<file path="config.mk">
export PLATFORM = sky130hd
export DESIGN_NAME = gecko_writeback_scoreboard
export DESIGN_NICKNAME = d
export VERILOG_FILES = /design/src/rtl/gecko_writeback_scoreboard.sv
export SDC_FILE = /design/constraint.sdc
export NUM_CORES = 2
export LEC_CHECK = 0
export BUFFER_PORTS_ARGS = -buffer_cell sky130_fd_sc_hd__buf_2
export CAP_MARGIN = 20
export CORE_MARGIN = 1.5
export CORE_UTILIZATION = 60
export DETAILED_ROUTE_END_ITERATION = 10
export HOLD_SLACK_MARGIN = 0.12
export PLACE_DENSITY = 0.8
export SLEW_MARGIN = 20
export SYNTH_ARGS = -nofsm -noshare
export SYNTH_HDL_FRONTEND = slang
export SYNTH_SLANG_ARGS = --single-unit
</file>
<file path="constraint.sdc">
create_clock -name clk -period 10.4 [get_ports clk]
set_input_delay 1.04 -clock clk [delete_from_list [all_inputs] [get_ports clk]]
set_output_delay 1.04 -clock clk [all_outputs]
set_load 0.02 [all_outputs]
</file>
<file path="src/rtl/gecko_writeback_scoreboard.sv">
// Writeback-side register file and pending-write scoreboard for the gecko core.
// Decode reserves rd, writeback retires it; a post-reset sequencer zero-fills the file.
module gecko_writeback_scoreboard #(
    parameter int STATUS_WIDTH = 2,
    parameter int REG_COUNT    = 32
) (
    input  logic                              clk,
    input  logic                              rst,
    output logic                              init_done,
    input  logic                              reserve_valid,
    input  logic [4:0]                        reserve_addr,
    output logic                              reserve_ready,
    input  logic                              wb_valid,
    input  logic [4:0]                        wb_addr,
    input  logic [31:0]                       wb_value,
    input  logic                              wb_skip,
    output logic                              wb_ready,
    input  logic [4:0]                        rs1_addr,
    input  logic [4:0]                        rs2_addr,
    output logic [31:0]                       rs1_value,
    output logic [31:0]                       rs2_value,
    output logic [REG_COUNT*STATUS_WIDTH-1:0] status,
    output logic                              error
);

    // Handshake: reserve and writeback are accepted on any edge where
    // valid && ready; ready is high throughout RUN and low during INIT/reset.

    localparam logic [STATUS_WIDTH-1:0] ST_VALID = '0;
    localparam logic [STATUS_WIDTH-1:0] ST_FULL  = '1;
    localparam logic [STATUS_WIDTH-1:0] CNT_ONE  = STATUS_WIDTH'(1);

    typedef enum logic {
        ST_INIT = 1'b0,
        ST_RUN  = 1'b1
    } state_t;

    state_t                  state_q, state_d;
    logic [4:0]              init_idx_q, init_idx_d;
    logic [STATUS_WIDTH-1:0] cnt_q [REG_COUNT];
    logic [STATUS_WIDTH-1:0] cnt_d [REG_COUNT];
    logic [31:0]             regs_q [REG_COUNT];
    logic                    err_q, err_d;
    logic [31:0]             rs1_q, rs1_d;
    logic [31:0]             rs2_q, rs2_d;

    logic                    run;
    logic                    res_acc, wb_acc, paired;
    logic [STATUS_WIDTH-1:0] res_cnt, wb_cnt;
    logic                    res_inc, res_err, wb_dec, wb_err, wr_en;

    always_comb begin
        state_d    = state_q;
        init_idx_d = init_idx_q;
        case (state_q)
            ST_INIT: begin
                init_idx_d = init_idx_q + 5'd1;
                if (init_idx_q == 5'd31) begin
                    state_d = ST_RUN;
                end
            end
            default: begin
                state_d = ST_RUN;
            end
        endcase
    end

    assign run = (state_q == ST_RUN);

    // x0 is never tracked, so requests to it are dropped before the counter logic.
    assign res_acc = reserve_valid && run && (reserve_addr != 5'd0);
    assign wb_acc  = wb_valid && run && (wb_addr != 5'd0);
    assign paired  = res_acc && wb_acc && (reserve_addr == wb_addr);
    assign res_cnt = cnt_q[reserve_addr];
    assign wb_cnt  = cnt_q[wb_addr];

    // A paired reserve+retire nets to zero, so saturation checks do not apply.
    assign res_inc = res_acc && !paired && (res_cnt != ST_FULL);
    assign res_err = res_acc && !paired && (res_cnt == ST_FULL);
    assign wb_dec  = wb_acc && !paired && (wb_cnt != ST_VALID);
    assign wb_err  = wb_acc && !paired && (wb_cnt == ST_VALID);
    assign wr_en   = wb_acc && !wb_skip && (paired || (wb_cnt != ST_VALID));

    always_comb begin
        for (int i = 0; i < REG_COUNT; i++) begin
            cnt_d[i] = cnt_q[i];
            if (res_inc && (reserve_addr == 5'(i))) begin
                cnt_d[i] = cnt_q[i] + CNT_ONE;
            end
            if (wb_dec && (wb_addr == 5'(i))) begin
                cnt_d[i] = cnt_q[i] - CNT_ONE;
            end
        end
        err_d = err_q | res_err | wb_err;
    end

    // Reads are write-first: a same-cycle committed retire is forwarded.
    always_comb begin
        rs1_d = '0;
        rs2_d = '0;
        if (run && (rs1_addr != 5'd0)) begin
            rs1_d = (wr_en && (wb_addr == rs1_addr)) ? wb_value : regs_q[rs1_addr];
        end
        if (run && (rs2_addr != 5'd0)) begin
            rs2_d = (wr_en && (wb_addr == rs2_addr)) ? wb_value : regs_q[rs2_addr];
        end
    end

    always_ff @(posedge clk) begin
        if (!rst) begin
            state_q    <= ST_INIT;
            init_idx_q <= 5'd0;
            err_q      <= 1'b0;
            rs1_q      <= '0;
            rs2_q      <= '0;
            for (int i = 0; i < REG_COUNT; i++) begin
                cnt_q[i] <= '0;
            end
        end else begin
            state_q    <= state_d;
            init_idx_q <= init_idx_d;
            err_q      <= err_d;
            rs1_q      <= rs1_d;
            rs2_q      <= rs2_d;
            for (int i = 0; i < REG_COUNT; i++) begin
                cnt_q[i] <= cnt_d[i];
            end
        end
    end

    // The file itself has no reset; the INIT sequencer clears it instead.
    always_ff @(posedge clk) begin
        if (rst) begin
            if (state_q == ST_INIT) begin
                regs_q[init_idx_q] <= '0;
            end else if (wr_en) begin
                regs_q[wb_addr] <= wb_value;
            end
        end
    end

    always_comb begin
        for (int i = 0; i < REG_COUNT; i++) begin
            status[i*STATUS_WIDTH +: STATUS_WIDTH] = cnt_q[i];
        end
    end

    assign init_done     = run;
    assign reserve_ready = run;
    assign wb_ready      = run;
    assign rs1_value     = rs1_q;
    assign rs2_value     = rs2_q;
    assign error         = err_q;

endmodule

</file>
# == Word-level counts from Yosys, hierarchy flattened ==
# Memories as Yosys holds them, arrays and structs flattened. A register that Yosys moved wholly into a read port is not among the register bits.
# Cells that the tools add are included.
# op_classes
bitwise_logic,34
add_sub_neg,65
eq_ne,66
n_reduce_logical,96
muxes,110
# op_table
operator,n
$mux 2,96
$eq 5x5->1 const B,33
$eq 5x4->1 const B,16
$logic_and 1x1->1,80
$add 2x1->2 const B,32
$sub 2x1->2 const B,32
$eq 5x3->1 const B,8
$or 1x1->1,34
$mux 32,1
$reduce_or 32->1,1
$eq 5x2->1 const B,4
$reduce_bool 5->1,4
$mux 1,12
$eq 5x1->1 const B,2
$logic_not 5->1,2
$add 5x1->5 const B,1
$eq 5x5->1,1
$mux 5,1
$logic_not 1->1,4
$reduce_and 2->1,2
$eq 2x2->1 const B,1
$logic_not 2->1,1
$ne 2x2->1 const B,1
$reduce_bool 2->1,1
$logic_or 1x1->1,1
# totals
mem_bits_rw,1088
mem_count,2
output_inout_bits,132
wordCells,376
register_bits,7
# mem_list
name,words,width,read_ports,rd_ports_with_merged_regs,wr,line_no,rtl
regs_q,32,32,2,2,1,42,logic [31:0] regs_q [REG_COUNT];
cnt_q,32,2,34,0,32,40,logic [STATUS_WIDTH-1:0] cnt_q [REG_COUNT];

# == Longest topological paths before layout ==
# logic_depth
depth_word,12
ltp_mapped,13
depth_no_buf,8

# == Least setup slack after synthesis ==
# Ideal clock, no wire load.
# synth_timing
path_type,input-to-reg
startpoint,input wb_addr[0]
endpoint,"memory regs_q[4][0], enable pin"
stages,10
arrival_ps,4349
slack_ps,5630
setup_time_ps,421
path_cell_list,buf_2 > mux4_2 > a22oi_2 > nand4_2 > and2_1 > buf_6 > buf_2 > nor4b_1 > a21oi_1 > nor2_1
# synth_via
elab_chain_cells,12
# synth_lines
element,line_no,rtl
from (decl),14,"input logic [4:0] wb_addr,"
"parallel branches: the longest is 12 deep, another holds $mem_v2 32x2",--,
to (decl),42,
# Parallel ways; which one is timed is not known.

# == Worst setup path in the final report ==
# layout_timing
startpoint,input wb_addr[3]
endpoint,"memory regs_q[5][19], enable pin"
# The elaborated chain is that of the path after synthesis.

==> key figures <==
Setup path
  • Worst r2r src: init_done$_SDFF_PN0_
  • Crit path max fanout: 34
  • Kind of critical path: in -> reg
  • Critical Path RT: 10.71 ns
  • WP data arrival: 5.39 ns
  • Worst r2r path cells: 9
  • Worst r2r dst: regs_q[5][19]$_DFFE_PP_
  • Worst Setup End Kind: flip-flop
  • Worst setup SP type: input pin
  • Flop2flop setup slack: 5.50 ns

Pwr
  • Power Total: 0.00969 W
  • Worst vdd rail ir drop: 0.168 mV
  • Leakage: 19.9 nW
  • PwrDens: 160 mW/mm^2

Synth
  • Main flop type after synthesis: edfxtp_1
  • Post-Synthesis Cell Area: 0.0542 mm^2
  • Simple-gate share of the synthesized area: 4.25%
  • Largest family of logic cells by synthesized area: multiplexers
  • Synth cell types: 66
  • Area fraction in compound gates after synthesis: 2.35%
  • Ys async rst share: 0%
  • Mux cell area share after synthesis: 29.0%
  • Post-Syn Area per Cell: 18.9 um^2
  • Synth Register Bits: 1159
  • EDFF count, synth: 1024
  • Mapped Nets: 2936
  • Area share of xor/xnor cells in the synthesized design: 0.775%
  • Syn Inst Count: 2877
  • Sequential share of the synthesized area: 61.7%
  • Synth Area in Adders: 0.0461%
  • Ys Warns: 0

Timing
  • TNS Setup: 0 ns
  • Final Max Tran Viols: 0
  • Final hold vios: 0
  • Worst hold slack: 0.541 ns
  • Fmax: 197 MHz
  • Final min period: 5.08 ns
  • Layout Skew: 0.0285 ns
  • Crit share post-route: 48.8%
  • Worst slew pin tran: 1.10 ns
  • # setup viols final: 0
  • Slew headroom: 25.7%
  • RSZ-0062 raised after global routing: no

Global route
  • Vias in the first global route: 32400
  • Gr ovfl total: 0
  • Tot GR Track Use: 33.5%
  • Largest net degree at the start of global routing: 114
  • Initial antenna violation count: 13
  • Global-route wire length before repair: 224000 um

Clocking
  • H-tree depth: 3
  • # resized after CTS: 0
  • Clk_lat worst skew: 0.70 ns
  • Number of CTS-inserted buffers: 115
  • Longest Clk Path Bufs: 3
  • Sink Count: 1159
  • Setup bufs post-CTS: 0
  • Reg clk slew, reported paths: 0.06 ns
  • Hold buffer count at CTS: 0
  • Root Buffer: clkbuf_16
  • CTS tree: yes

Floorplan
  • Row count: 110
  • Core area: 0.0897 mm^2
  • Die height: 304 um
  • Die Span X: 304 um
  • Die Area: 0.0922 mm^2
  • Initial cell density of the core: 60.4%
  • Num ports: 189

Layout
  • # nets final: 3091
  • # fillers: 5656
  • Share of post-route cells with drive strength above 1: 36.7%
  • Fin cells: 4311
  • Final Util: 67.3%
  • Area grow syn2layout: 11.3%

Hold path
  • Hold Crit Depth: 2
  • Hold wc startpoint: cnt_q[28][1]$_SDFFE_PN0P_
  • Hold EP: cnt_q[28][1]$_SDFFE_PN0P_
  • Hold Path Class: reg -> reg

Placed design
  • Detailed placer's ending HPWL: 89300 um
  • Dpl cells: 4091
  • PortBufs: 188
  • GPL Wtd Cong: 0.959

Routing
  • Vias: 31900
  • Number of vias per cell: 7.39
  • Routed WL per cell: 35.6 um
  • DR iter-0 viols: 4999
  • Total iterations of the first detailed-routing run: 5
  • ANT nets after route: 0
  • Final WL: 154000 um
  • # DRC: 0

Run
  • Max_cap viols: 0

Status
  • Status: complete, no violations
==> synth_stat cells (5+ instances only) <==
master	number	area share, %
nor4_1	6	0.069
mux2_2	32	0.66
nor2b_1	15	0.17
a32oi_1	5	0.081
o31ai_1	31	0.43
clkbuf_1	138	0.96
buf_1	48	0.33
xor2_1	28	0.45
or2_2	5	0.058
mux4_2	621	26
nor3_1	11	0.10
edfxtp_1	1024	57
o21ai_0	8	0.074
nand3_1	35	0.32
a22oi_1	30	0.42
nor3b_1	5	0.069
xnor2_1	20	0.32
dfxtp_1	135	5.0
a21oi_1	8	0.074
nor2_1	75	0.52
inv_1	5	0.035
nand4_1	12	0.14
and3_1	33	0.38
mux2i_1	140	2.6
and2_1	35	0.40
a31oi_1	5	0.058
nand2b_1	38	0.44
nand2_1	178	1.2
o221ai_1	8	0.13
o22ai_1	18	0.21
or3_1	5	0.058
a21boi_0	29	0.40
buf_2	33	0.30
==> worst max-delay path by stage <==
stage               start                  endpoint  slack [ns]  depth (start not counted)
2_1_floorplan  wb_addr[0]    regs_q[4][0]$_DFFE_PP_        5.63                         10
3_3_place_gp   wb_addr[3]   regs_q[5][15]$_DFFE_PP_        4.84                         10
6_report       wb_addr[3]   regs_q[5][19]$_DFFE_PP_        5.32                         10
4_1_cts        wb_addr[3]  regs_q[19][30]$_DFFE_PP_        5.43                         10
5_1_grt        wb_addr[3]   regs_q[7][17]$_DFFE_PP_        5.19                         10
3_5_place_dp   wb_addr[3]   regs_q[7][15]$_DFFE_PP_        4.72                         10
==> layer usage <==
metal | global-route usage, % | routed length (um) | vias to the layer above
met1 | 46.4 | 54400 | 16700
met3 | 7.96 | 18800 | 345
met5 | 0 | 37 | -
met4 | 11.4 | 5420 | 6
li1 | - | - | 12400
met2 | 53.3 | 74800 | 2353
==> where the power goes <==
part           leakage, nW  total [W]  internal (W)  switching, W
Sequential            10.7    0.00504       0.00502     0.0000147
Combinational         7.38   0.000525      0.000211      0.000314
Clock                 1.84    0.00412       0.00237       0.00175
Total                 19.9    0.00969       0.00760       0.00208
==> kinds of logic after synthesis <==
family,count (synthesis)
multiplexers,793
AND/OR/NAND/NOR,471
AO/OA/AOI/OAI,169
adder cells (fa/ha/maj),2
flip-flops,1159
XOR/XNOR,48
buffers and inverters,235
==> per-stage QoR <==
stage | setup WS (ns) | area, um^2
6_report | 5.32 | 60400
5_1_grt | 5.19 | 60400
4_1_cts | 5.43 | 60400
3_5_place_dp | 4.72 | 56600
3_3_place_gp | 4.84 | 56600
2_1_floorplan | 5.63 | 54200
==> placed cells by master (no fill, tap or decap), types with 38 or more instances in the layout <==
master	count
nand2_1	178
clkbuf_16	119
mux4_2	621
nand2b_1	38
mux2i_1	140
dfxtp_1	135
edfxtp_1	1024
buf_4	77
nor2_1	42
buf_2	180
==> critical path: stages <==
cell and delay (ns):
buf_2 0.20, nand2b_1 0.56, a221o_1 0.46, o221a_4 0.29, a31oi_4 0.71, and2_1 0.68, nand2_4 0.09, o32a_1 0.51
nor2_4 0.20, buf_4 0.58
==> final cells by class <==
cell class | count | area (um^2) | area share, %
clock inverter | 56 | 527 | 0.872
clock buffer | 159 | 3210 | 5.31
inverter | 6 | 22.5 | 0.0373
tap | 1176 | 1470 | 2.44
multi-input combinational | 1483 | 20100 | 33.2
timing repair buffer | 267 | 1630 | 2.70
antenna | 5 | 12.5 | 0.0207
sequential | 1159 | 33500 | 55.4
==> registers in the layout, summed over array words and instances (netlist names) <==
signal / flops
cnt_q: 64
error: 1
init_done: 1
init_idx_q: 5
regs_q: 1024
rs1_value: 32
rs2_value: 32
No activity file was read; power rests on OpenSTA's default activity.
